[config.mk]
export PLATFORM = sky130hd
export DESIGN_NAME = fifo_param
export DESIGN_NICKNAME = d
export VERILOG_FILES = /design/src/rtl/fifo_param_pkg.sv /design/src/rtl/fifo_param_memoria_dp.sv /design/src/rtl/fifo_param.sv
export SDC_FILE = /design/constraint.sdc
export NUM_CORES = 1
export LEC_CHECK = 0
export BUFFER_PORTS_ARGS = -buffer_cell sky130_fd_sc_hd__buf_2
export CORE_AREA = 2 2 105 107
export DETAILED_ROUTE_END_ITERATION = 8
export DIE_AREA = 0 0 107 109
export GPL_ROUTABILITY_DRIVEN = 0
export PLACE_DENSITY_LB_ADDON = 0.05
export SYNTH_ARGS = -nofsm -noshare
export SYNTH_HDL_FRONTEND = slang
export SYNTH_SLANG_ARGS = --single-unit
[constraint.sdc]
create_clock -name clk -period 3.5 [get_ports clk]
set_input_delay 0.175 -clock clk [delete_from_list [all_inputs] [get_ports clk]]
set_output_delay 0.175 -clock clk [all_outputs]
set_load 0.02 [all_outputs]
[src/rtl/fifo_param_pkg.sv]
// Shared defaults and helpers for the parametrised per-lane FIFO.
// Depth is always a power of two derived from the pointer width.
package fifo_param_pkg;

  localparam int DEF_DATA_WIDTH   = 10;
  localparam int DEF_ADDR_WIDTH   = 3;
  localparam int DEF_ALMOST_FULL  = 6;
  localparam int DEF_ALMOST_EMPTY = 2;

  function automatic int depth_of(input int addr_width);
    return 1 << addr_width;
  endfunction

  function automatic int count_width_of(input int addr_width);
    return addr_width + 1;
  endfunction

  typedef struct packed {
    logic full;
    logic empty;
    logic almost_full;
    logic almost_empty;
  } fifo_flags_t;

endpackage

[src/rtl/fifo_param_memoria_dp.sv]
// Dual-port register array: one write port, one registered read port.
// Storage has no reset; only the read-data register can be cleared.
module memoria_dp
  import fifo_param_pkg::*;
#(
  parameter int data_width    = DEF_DATA_WIDTH,
  parameter int address_width = DEF_ADDR_WIDTH
) (
  input  logic                     clk,
  input  logic                     rd_clr_i,
  input  logic                     wr_en_i,
  input  logic [address_width-1:0] wr_addr_i,
  input  logic [data_width-1:0]    wr_data_i,
  input  logic                     rd_en_i,
  input  logic [address_width-1:0] rd_addr_i,
  output logic [data_width-1:0]    rd_data_o
);

  localparam int DEPTH = depth_of(address_width);

  logic [data_width-1:0] mem_q [DEPTH];
  logic [data_width-1:0] rd_data_q;

  always_ff @(posedge clk) begin
    if (wr_en_i) begin
      mem_q[wr_addr_i] <= wr_data_i;
    end
  end

  // Same-address read and write returns the old word (read-before-write).
  always_ff @(posedge clk) begin
    if (rd_clr_i) begin
      rd_data_q <= '0;
    end else if (rd_en_i) begin
      rd_data_q <= mem_q[rd_addr_i];
    end
  end

  assign rd_data_o = rd_data_q;

endmodule

[src/rtl/fifo_param.sv]
// Parametrised synchronous FIFO with owned pointers, occupancy counter,
// programmable almost flags, sticky error flags and a registered read port.
module fifo_param
  import fifo_param_pkg::*;
#(
  parameter int data_width       = DEF_DATA_WIDTH,
  parameter int address_width    = DEF_ADDR_WIDTH,
  parameter int almost_full_lvl  = DEF_ALMOST_FULL,
  parameter int almost_empty_lvl = DEF_ALMOST_EMPTY
) (
  input  logic                   clk,
  input  logic                   reset,
  input  logic                   wr_enable,
  input  logic                   rd_enable,
  input  logic [data_width-1:0]  FIFO_data_in,
  output logic [data_width-1:0]  FIFO_data_out,
  output logic                   data_valid,
  output logic                   full,
  output logic                   empty,
  output logic                   almost_full,
  output logic                   almost_empty,
  output logic [address_width:0] fifo_count,
  output logic                   err_overflow,
  output logic                   err_underflow
);

  localparam int CW = count_width_of(address_width);
  localparam logic [CW-1:0] DEPTH_C = CW'(depth_of(address_width));
  localparam logic [CW-1:0] AF_C    = CW'(almost_full_lvl);
  localparam logic [CW-1:0] AE_C    = CW'(almost_empty_lvl);
  localparam logic [CW-1:0] ONE_C   = CW'(1);

  logic [address_width-1:0] wr_ptr_q, wr_ptr_d;
  logic [address_width-1:0] rd_ptr_q, rd_ptr_d;
  logic [CW-1:0]            count_q, count_d;
  logic                     valid_q, valid_d;
  logic                     ovf_q, ovf_d;
  logic                     unf_q, unf_d;
  logic                     wr_accept, rd_accept;
  fifo_flags_t              flags;

  always_comb begin
    flags              = '0;
    flags.full         = (count_q == DEPTH_C);
    flags.empty        = (count_q == '0);
    flags.almost_full  = (count_q >= AF_C);
    flags.almost_empty = (count_q <= AE_C);
  end

  // A write into a full FIFO is still taken when a read frees a slot the same edge.
  assign rd_accept = rd_enable & ~flags.empty;
  assign wr_accept = wr_enable & (~flags.full | rd_accept);

  always_comb begin
    wr_ptr_d = wr_ptr_q;
    rd_ptr_d = rd_ptr_q;
    count_d  = count_q;
    valid_d  = rd_accept;
    ovf_d    = ovf_q | (wr_enable & ~wr_accept);
    unf_d    = unf_q | (rd_enable & flags.empty);
    if (wr_accept) begin
      wr_ptr_d = wr_ptr_q + 1'b1;
    end
    if (rd_accept) begin
      rd_ptr_d = rd_ptr_q + 1'b1;
    end
    case ({wr_accept, rd_accept})
      2'b10:   count_d = count_q + ONE_C;
      2'b01:   count_d = count_q - ONE_C;
      default: count_d = count_q;
    endcase
  end

  always_ff @(posedge clk) begin
    if (reset) begin
      wr_ptr_q <= '0;
      rd_ptr_q <= '0;
      count_q  <= '0;
      valid_q  <= 1'b0;
      ovf_q    <= 1'b0;
      unf_q    <= 1'b0;
    end else begin
      wr_ptr_q <= wr_ptr_d;
      rd_ptr_q <= rd_ptr_d;
      count_q  <= count_d;
      valid_q  <= valid_d;
      ovf_q    <= ovf_d;
      unf_q    <= unf_d;
    end
  end

  memoria_dp #(
    .data_width   (data_width),
    .address_width(address_width)
  ) u_mem (
    .clk      (clk),
    .rd_clr_i (reset),
    .wr_en_i  (wr_accept & ~reset),
    .wr_addr_i(wr_ptr_q),
    .wr_data_i(FIFO_data_in),
    .rd_en_i  (rd_accept),
    .rd_addr_i(rd_ptr_q),
    .rd_data_o(FIFO_data_out)
  );

  assign data_valid    = valid_q;
  assign fifo_count    = count_q;
  assign full          = flags.full;
  assign empty         = flags.empty;
  assign almost_full   = flags.almost_full;
  assign almost_empty  = flags.almost_empty;
  assign err_overflow  = ovf_q;
  assign err_underflow = unf_q;

endmodule

==> run_results.csv, run 1 <==
group,metric,value,unit
cells_and_area,fin_area,4680,µm²
floorplanning,die_h,109,µm
global_routing,overflow,0,
cells_and_area,final_cells,431,
power_and_ir_drop,power_density,702,nW/µm²
route,vias,2170,
global_routing,grt_pass1_wl,13100,µm
cells_and_area,syn2layout_area_growth,13.5,%
logic_synthesis,syn_area_per_cell,16.7,µm²
placement,dpl_cell_area,4480,µm²
sta,slew_headroom,38.8,%
clock_network,root_buffer,"clkbuf_8",
clock_network,clk_pin_slew_worst_paths,0.11,ns
logic_synthesis,ys_seq_area_share,69.4,%
worst_hold_path,hp-class,"in -> reg",
cells_and_area,layout_common_cells,"edfxtp_1 (80), buf_2 (34), nor2_1 (29)",
critical_path,cp_data_required_time,3.79,ns
clock_network,numClockSinks,103,
logic_synthesis,synth_top_cell_area_share,58.2,%
route,via_per_inst,5.03,
critical_path,path_max_fanout,24,
critical_path,crit_path_start,"fifo_count[3]",
logic_synthesis,yosysUniqueCellTypes,36,
logic_synthesis,synth_fp_nets,266,
cells_and_area,utilization,44.2,%
sta,min_period,2.53,ns
critical_path,crit_path_end_kind,"flop",
route,routed_wl,8350,µm
sta,finalSetupViolCount,0,
logic_synthesis,synth_top_area_cell,"edfxtp_1",
sta,timing.final.crit_share,72.4,%
clock_network,cts_max_level,3,
logic_synthesis,synth.area.top_cells,"edfxtp_1 (58%), dfxtp_1 (11%), mux4_2 (11%), mux2i_1 (3.2%), nor2_1 (2.6%)",
global_routing,grt_max_degree,28,
route,drt_iter0_markers,59,
logic_synthesis,netlist_instances,247,
clock_network,post_cts_resize_count,0,
critical_path,cp_data_arrival_time,2.83,ns
route,firstDrtPassIters,6,
floorplanning,dieArea,11700,µm²
cells_and_area,fillers,961,
route,routedWlPerCell,19.4,µm
logic_synthesis,yosys_warnings,0,
route,drcViolationCount,0,
floorplanning,rows,38,
sta,hold_viol_final,0,
clock_network,cts_buffers,9,
clock_network,postCtsSetupRepairBufs,0,
floorplanning,core,10600,µm²
critical_path,crit_type,"reg -> reg",
sta,worst_pin_slew,0.912,ns
global_routing,first_global_vias,2218,
placement,dp.cells,415,
cells_and_area,final_common_cell,"edfxtp_1",
run,cap_viol_max_count,0,
placement,portBuffers,34,
sta,rsz0062_at_grt,"false",
route,antenna_left,0,
logic_synthesis,synth_seq_cells,103,
sta,final_max_slew_viol_count,0,
sta,fin_skew,0.0146,ns
placement,dpl.hpwl,5440,µm
critical_path,start_kind,"flop",
global_routing,antenna_found_initial,0,
clock_network,cts_hold_buf,0,
cells_and_area,drive_gt1_share,29.2,%
global_routing,track_usage,15.7,%
clock_network,cts_tree,"yes",
cells_and_area,antennaDiodeCount,0,
run_status,status,"finished clean",
floorplanning,start_util,38.9,%
sta,timing.fmax,395,MHz
sta,setup-tns-final,0,ns
logic_synthesis,synth_area,4130,µm²
clock_network,cts_buffer_depth,2,
worst_hold_path,worstHoldStart,"FIFO_data_in[3]",
critical_path,regToRegStartpoint,"fifo_count[3]",
floorplanning,ios,35,
floorplanning,dieWidth,107,µm
cells_and_area,nNetsFinal,305,
power_and_ir_drop,power.leakage,1.57,nW
power_and_ir_drop,vdd_ir_drop_max,0.313,mV
clock_network,clk-insertion-delay-late,0.37,ns
==> state kept, by name (all words and copies together), names as in the netlist <==
register	cells
data_valid	1
err_overflow	1
err_underflow	1
fifo_count	4
rd_ptr_q	3
u_mem.mem_q	80
u_mem.rd_data_o	10
wr_ptr_q	3
==> critical path, stage by stage, from the launching register on <==
cell and delay, ns:
dfxtp_1 0.42, o41a_2 0.73, nand2b_1 0.19, inv_1 0.08
ha_1 0.31, a21oi_1 0.26, a21boi_0 0.13, nand3b_1 0.16
a31oi_1 0.17
==> stage by stage <==
step	hold slack, ns	power, mW	worst slack (ns)
after floorplan	0.274	2.34	0.945
after global placement	0.445	2.56	1.07
after detailed placement	0.451	2.57	1.00
after CTS	0.0651	3.34	0.967
after global routing	0.0708	3.50	0.791
final	0.0836	3.29	0.968
==> synth_stat cells (all sizes together) <==
cell    count
a31oi       1
mux4       20
o21ai       2
nor2       29
nor3        4
ha          4
a211oi     13
buf         7
xnor2       4
or3         1
nor4        1
and2        1
o41a        1
nand3       2
a21boi      1
a21oi       4
o311a       1
edfxtp     80
mux2i      13
clkbuf      9
xor2        3
inv         4
nor2b       1
dfxtp      23
o211ai      2
fa          1
nor4b       2
nand4b      1
nand2b      2
nand2       8
nand3b      2
==> cell type report <==
cell class	instances	area [µm²]	share of cell area [%]
clock buffers	11	141	3.02
clock inverters	5	65.1	1.39
inverters	4	15.0	0.321
multi-input cells	124	1180	25.2
flip-flops and latches	103	2860	61.1
well taps	140	175	3.74
repair buffers	44	245	5.24
==> power by group <==
group	internal, mW	switching (mW)
Combinational	0.419	0.567
Clock	0.359	0.417
Sequential	1.42	0.104
==> worst paths after layout <==
path	endpoint	slack, ns	depth (start not counted)
worst max-delay path	fifo_count[3]	0.97	8
worst min-delay path	u_mem.mem_q[0][3]	0.08	1
worst max register to register	fifo_count[3]	0.97	8
worst min register to register	err_underflow	0.47	2
==> cell families after synthesis <==
family,count (synthesis),share of synthesized area (%)
DFF,103,69.4
and+or+nand+nor,54,6.00
muxes,33,14.1
AOI/OAI and AO/OA,25,4.91
buffers and inverters,20,2.49
xor gates and xnor gates,7,1.49
adders and majority gates,5,1.70
==> per-layer routing <==
| layer | track usage (%) | up-vias | routed length, µm |
|---|---|---|---|
| met3 | 2.99 | 8 | 236 |
| met4 | 6.31 | 0 | 95 |
| met2 | 25.3 | 44 | 4060 |
| li1 | - | 1031 | - |
| met1 | 21.1 | 1087 | 3970 |
| met5 | 0 | - | 0 |
(Power assumes the default switching activity.)
==> inputs of run 2 (changes only) <==
Settings changed: ABC_AREA set to 1, CORE_AREA 2 2 105 107 to 2 2 109 111, DIE_AREA 0 0 107 109 to 0 0 111 113.
Clock period 3.5 ns to 2.05 ns, I/O delays scaled along.
==> run 2 against run 1 <==
  * Routed wire length grew 21%
  * Global-route usage up 1.4 points
  * Worst hold slack worse by 0.057 ns
  * Total power increased by 85%
  * Critical endpoint unchanged
  * Synthesized area increased by 7.9%
  * Synthesized cell count rose by 72%
  * Sequential cell count is the same
==> run_results.csv, run 2 <==
group,metric,value,unit
floorplanning,rows,39,
logic_synthesis,synth.area.top_cells,"edfxtp_1 (54%), dfxtp_1 (10%), nand2_1 (10%), nand3_1 (4.3%), inv_1 (3.0%)",
global_routing,grt_max_degree,28,
power_and_ir_drop,power.leakage,2.12,nW
route,antenna_left,0,
sta,layout_setup_ws,0.237,ns
cells_and_area,multiInputGateArea,1330,µm²
sta,timing.final.crit_share,88.4,%
cells_and_area,largest_reg_flops,80,
clock_network,cts_hold_buf,0,
logic_synthesis,synth_commonest_cells,"nand2_1 (120), edfxtp_1 (80), nand3_1 (38)",
cells_and_area,antennaDiodeCount,0,
critical_path,cp_cell_sequence,"nor2_2, nand2_4, nand2_8, inv_8, nand2_8, inv_1, ha_1, a21oi_1, nand3_1, nand2_1, nand3_1, nand2_1, nor2_1",
placement,dpl.hpwl,6590,µm
critical_path,crit_type,"reg -> reg",
logic_synthesis,synth_top_area_cell,"edfxtp_1",
sta,finalSetupViolCount,0,
worst_hold_path,hp-class,"in -> reg",
power_and_ir_drop,power_density,1170,nW/µm²
critical_path,cp_data_arrival_time,2.06,ns
clock_network,numClockSinks,103,
placement,portBuffers,34,
cells_and_area,final_common_cell,"nand2_1",
power_and_ir_drop,vdd_ir_drop_max,0.681,mV
sta,setup-tns-final,0,ns
clock_network,cts_buffer_depth,2,
critical_path,cp_data_required_time,2.30,ns
logic_synthesis,synthFlopType,"edfxtp_1",
logic_synthesis,ys_seq_area_share,64.3,%
logic_synthesis,synth_seq_cells,103,
global_routing,antenna_found_initial,0,
floorplanning,core,11300,µm²
logic_synthesis,netlist_instances,424,
sta,rsz0062_at_grt,"false",
cells_and_area,layout_common_cells,"nand2_1 (120), edfxtp_1 (80), nand3_1 (38)",
global_routing,overflow,0,
placement,preCtsSetupSlack,0.220,ns
cells_and_area,syn2layout_area_growth,16.6,%
route,vias,2940,
critical_path,crit_path_end_kind,"flop",
run_status,status,"finished clean",
cells_and_area,fillers,1076,
floorplanning,ios,35,
critical_path,path_max_fanout,5,
clock_network,postCtsSetupRepairBufs,0,
logic_synthesis,yosys_warnings,0,
clock_network,cts_max_level,3,
floorplanning,dieArea,12500,µm²
global_routing,track_usage,17.1,%
critical_path,critical_path.max_stage_delay,0.36,ns
sta,worst_pin_slew,0.439,ns
clock_network,clk_pin_slew_worst_paths,0.07,ns
route,firstDrtPassIters,4,
critical_path,critPathBufInv,2,
clock_network,cts_tree,"yes",
clock_network,clk-insertion-delay-late,0.35,ns
cells_and_area,drive_gt1_share,21.8,%
logic_synthesis,async_flop_share,0,%
route,drt_iter0_markers,147,
global_routing,first_global_vias,2806,
power_and_ir_drop,design_power_total,6.10,mW
sta,hold_ws,0.0265,ns
route,drcViolationCount,0,
logic_synthesis,synth-edff-count,80,
critical_path,crit_family,"simple AND/OR/NAND/NOR gates",
global_routing,grt_pass1_wl,15900,µm
logic_synthesis,synth_area,4460,µm²
logic_synthesis,synth_fp_nets,443,
sta,min_period,1.81,ns
cells_and_area,top_register,"u_mem.mem_q",
clock_network,root_buffer,"clkbuf_16",
logic_synthesis,synth_most_common_cell,"nand2_1",
sta,final_max_slew_viol_count,0,
sta,fin_skew,0.00883,ns
route,routed_wl,10100,µm
sta,slew_headroom,70.7,%
route,routedWlPerCell,16.3,µm
floorplanning,dieWidth,111,µm
route,via_per_inst,4.74,
floorplanning,die_h,113,µm
floorplanning,start_util,39.5,%
sta,hold_viol_final,0,
logic_synthesis,yosysUniqueCellTypes,30,
run,cap_viol_max_count,0,
sta,timing.fmax,552,MHz
logic_synthesis,syn_area_per_cell,10.5,µm²
logic_synthesis,synth_top_cell_area_share,53.9,%
critical_path,start_kind,"flop",
critical_path,slowest_stage,"dfxtp_1",
clock_network,cts_buffers,9,
cells_and_area,regArea,2860,µm²
cells_and_area,nNetsFinal,491,
clock_network,post_cts_resize_count,0,
[run 2: changes by cell type after synthesis, sizes merged, moves of 3 or more]
cell    previous run  this run
xnor2              4         0
a21oi              4        18
nor2              29        37
mux4              20         0
mux2i             13         0
buf                7        13
a211oi            13         0
nand2              8       127
clkbuf             9         6
inv                4        40
nand3              2        48
o21ai              2        18
[run 2: cells by family after synthesis]
kind of cell,share of synthesized area [%]
and+or+nand+nor,22.6
DFF,64.3
buffers and inverters,6.01
AOI/OAI and AO/OA,5.22
adders and majority gates,1.57
xor gates and xnor gates,0.393
[run 2: layout make-up]
type / count / share of cell area (%)
Sequential cell: 103 / 55.1
Tap cell: 143 / 3.44
Inverter: 40 / 3.04
Clock buffer: 11 / 4.67
Multi-Input combinational cell: 262 / 25.5
Timing Repair Buffer: 56 / 6.70
Clock inverter: 5 / 1.52
[run 2: stage by stage]
| step | utilization, % | std cells | instance area (µm²) |
|---|---|---|---|
| after global placement | 43.2 | 604 | 4870 |
| after global routing | 46.1 | 620 | 5190 |
| after detailed placement | 43.2 | 604 | 4870 |
| final | 46.1 | 620 | 5190 |
| after floorplan | - | 424 | 4460 |
| after CTS | 46.1 | 620 | 5190 |
[run 2: worst paths after layout]
path | start | end | slack, ns | depth (start not counted)
min | FIFO_data_in[0] | u_mem.mem_q[1][0] | 0.03 | 1
max reg2reg | fifo_count[2] | fifo_count[3] | 0.24 | 13
max | fifo_count[2] | fifo_count[3] | 0.24 | 13
min reg2reg | u_mem.rd_data_o[9] | u_mem.rd_data_o[9] | 0.46 | 2
[run 2: layer usage]
layer | vias up | global-route usage, % | share of wire (%)
li1 | 1496 | - | -
met1 | 1387 | 22.8 | 48
met2 | 53 | 27.6 | 47
met3 | 4 | 5.03 | 3.7
met4 | 0 | 4.50 | 0.82
met5 | - | 0 | 0
[run 2: power breakdown]
part           total (mW)  switching, mW  internal (mW)  leakage, nW
Combinational        1.75           1.17          0.580         1.05
Clock                1.84          0.741           1.10        0.160
Sequential           2.50          0.113           2.39        0.911
Total                6.10           2.02           4.08         2.12
==> inputs of run 3 (changes only) <==
Settings changed: CORE_AREA 2 2 109 111 to 2 2 110 112, CTS_CLUSTER_DIAMETER set to 100, DIE_AREA 0 0 111 113 to 0 0 112 114, SYNTH_HIERARCHICAL set to 1.
==> run 3 against run 2 <==
  * Sequential cell count unchanged
  * Global-route usage is 0.44 points higher
  * Register-to-register slack lost 0.03 ns
  * Largest cell class unchanged
==> run_results.csv, run 3 <==
group,metric,value,unit
clock_network,clk-insertion-delay-late,0.34,ns
route,drcViolationCount,0,
logic_synthesis,async_flop_share,0,%
floorplanning,start_util,38.9,%
clock_network,root_buffer,"clkbuf_16",
logic_synthesis,synthFlopType,"edfxtp_1",
critical_path,crit_path_start,"fifo_count[1]",
route,routed_wl,10200,µm
logic_synthesis,yosysUniqueCellTypes,27,
critical_path,ff2ff_setup_slack,0.21,ns
floorplanning,die_h,114,µm
critical_path,r2r_cells,13,
clock_network,cts_buffers,9,
global_routing,grt_pass1_wl,16800,µm
logic_synthesis,synth_commonest_cells,"nand2_1 (103), inv_1 (98), edfxtp_1 (80)",
route,via_per_inst,4.58,
clock_network,clk_pin_slew_worst_paths,0.06,ns
sta,timing.final.crit_share,90.0,%
logic_synthesis,netlist_instances,467,
floorplanning,dieArea,12800,µm²
worst_hold_path,hp-class,"in -> reg",
sta,final_max_slew_viol_count,0,
clock_network,cts_max_level,3,
cells_and_area,syn2layout_area_growth,15.1,%
clock_network,postCtsSetupRepairBufs,0,
critical_path,cp_cell_sequence,"nor2_4, nand2_2, nand2_4, inv_6, nand2_4, inv_1, ha_1, a21oi_2, nand3_1, nand2_1, nand3_1, nand2_1, nor2_1",
logic_synthesis,synth.area.top_cells,"edfxtp_1 (53%), dfxtp_1 (10%), nand2_1 (8.5%), inv_1 (8.1%), nand3_1 (7.2%)",
floorplanning,core,11700,µm²
floorplanning,rows,40,
floorplanning,dieWidth,112,µm
logic_synthesis,synth_top_area_cell,"edfxtp_1",
logic_synthesis,synth-edff-count,80,
logic_synthesis,synth_seq_cells,103,
global_routing,first_global_vias,3106,
power_and_ir_drop,vdd_ir_drop_max,0.495,mV
critical_path,critical_path.max_stage_delay,0.39,ns
logic_synthesis,syn_area_per_cell,9.76,µm²
logic_synthesis,synth_top_cell_area_share,52.7,%
global_routing,antenna_found_initial,1,
route,antenna_left,0,
cells_and_area,final_common_cell,"nand2_1",
run_status,status,"finished clean",
sta,worst_pin_slew,0.500,ns
cells_and_area,final_cells,664,
critical_path,start_kind,"flop",
sta,setup-tns-final,0,ns
critical_path,critPathCapture,"fifo_count[3]",
cells_and_area,antennaDiodeCount,0,
logic_synthesis,synth_most_common_cell,"nand2_1",
logic_synthesis,synth_fp_nets,486,
clock_network,cts_buffer_depth,2,
floorplanning,ios,35,
sta,finalSetupViolCount,0,
sta,fin_skew,0.00421,ns
run,cap_viol_max_count,0,
cells_and_area,fillers,1139,
sta,layout_setup_ws,0.205,ns
clock_network,cts_tree,"yes",
placement,preCtsSetupSlack,0.182,ns
critical_path,cp_data_required_time,2.29,ns
sta,slew_headroom,66.7,%
route,routedWlPerCell,15.4,µm
sta,hold_ws,0.00428,ns
critical_path,crit_type,"reg -> reg",
sta,rsz0062_at_grt,"false",
sta,min_period,1.84,ns
global_routing,grt_max_degree,44,
route,firstDrtPassIters,4,
cells_and_area,nNetsFinal,531,
critical_path,rr_endpoint,"fifo_count[3]",
cells_and_area,drive_gt1_share,16.4,%
placement,portBuffers,34,
critical_path,path_max_fanout,6,
sta,hold_viol_final,0,
critical_path,regToRegStartpoint,"fifo_count[1]",
logic_synthesis,synth_area,4560,µm²
power_and_ir_drop,power_density,1130,nW/µm²
placement,dp.cells,648,
critical_path,crit_path_end_kind,"flop",
critical_path,cp_data_arrival_time,2.08,ns
cells_and_area,layout_common_cells,"nand2_1 (103), inv_1 (98), edfxtp_1 (80)",
route,vias,3041,
clock_network,cts_hold_buf,0,
sta,timing.fmax,542,MHz
power_and_ir_drop,power.leakage,2.37,nW
logic_synthesis,yosys_warnings,6,
critical_path,slowest_stage,"dfxtp_1",
clock_network,numClockSinks,103,
logic_synthesis,ys_seq_area_share,62.8,%
cells_and_area,top_register,"u_mem/mem_q",
placement,dpl.hpwl,6670,µm
cells_and_area,largest_reg_flops,80,
global_routing,overflow,0,
route,drt_iter0_markers,170,
global_routing,track_usage,17.6,%
-- run 3: cell types whose count changed after synthesis, sizes merged, moves of 2 or more --
cell,delta
nand2,-20
clkinv,+2
inv,+60
a21oi,-2
nor3,-4
clkbuf,-3
nand3,+19
nor2,-10
-- run 3: worst min-delay path by stage --
stage | endpoint | cells past startpoint | slack [ns] | startpoint
2_1_floorplan | wr_ptr_q[2] | 1 | 0.17 | reset
3_3_place_gp | wr_ptr_q[2] | 2 | 0.37 | reset
3_5_place_dp | data_valid | 2 | 0.37 | reset
4_1_cts | data_valid | 2 | 0.002 | reset
5_1_grt | data_valid | 2 | 0.01 | reset
6_report | data_valid | 2 | 0.004 | reset
-- run 3: area by class of cell --
type                    instances  area, µm²  area share, %
well taps                     147        184           3.51
clock buffers                  10        229           4.36
flip-flops and latches        103       2860           54.6
inverters                     102        389           7.42
clock inverters                 6       60.1           1.14
repair buffers                 51        323           6.15
multi-input cells             245       1200           22.8
-- run 3: where the power goes --
group          total, mW  internal (mW)  switching (mW)
Combinational       1.74          0.551            1.19
Clock               1.68          0.942           0.741
Sequential          2.50           2.41          0.0977
-- run 3: routing by layer --
layer  vias up  wire length [µm]  global-route usage [%]
li1       1575                 -                       -
met1      1394              4660                    22.8
met2        58              4910                    29.1
met3        12               447                    3.03
met4         2               209                    7.97
met5         -                11                       0
-- run 3: worst max-delay path: cells and delay by family, from the launching register on --
kind                       cells  cell delay, ns
adders and majority gates      1            0.33
and+or+nand+nor                9            0.76
DFF                            1            0.39
buffers and inverters          2            0.10
AOI/OAI and AO/OA              1            0.17
-- run 3: what timing repair did --
item                                    4_1_cts  5_1_grt
endpoints found under the setup margin        0        1
gates resized for setup                       0        1
endpoints found under the hold margin         0        0
-- run 3: cell families after synthesis --
| group | count (synthesis) | share of synthesized area [%] |
|---|---|---|
| simple gates | 202 | 19.4 |
| buf+inv | 119 | 11.0 |
| flops | 103 | 62.8 |
| compound gates | 36 | 4.88 |
| fa+ha+maj | 5 | 1.54 |
| xor+xnor | 2 | 0.384 |
-- run 3: through the flow --
stage,instance area (µm²),power [mW],utilization [%]
2_1_floorplan,4560,3.79,-
3_3_place_gp,4950,4.30,42.3
3_5_place_dp,4950,4.31,42.3
4_1_cts,5240,6.00,44.8
5_1_grt,5250,6.30,44.8
6_report,5250,5.93,44.8
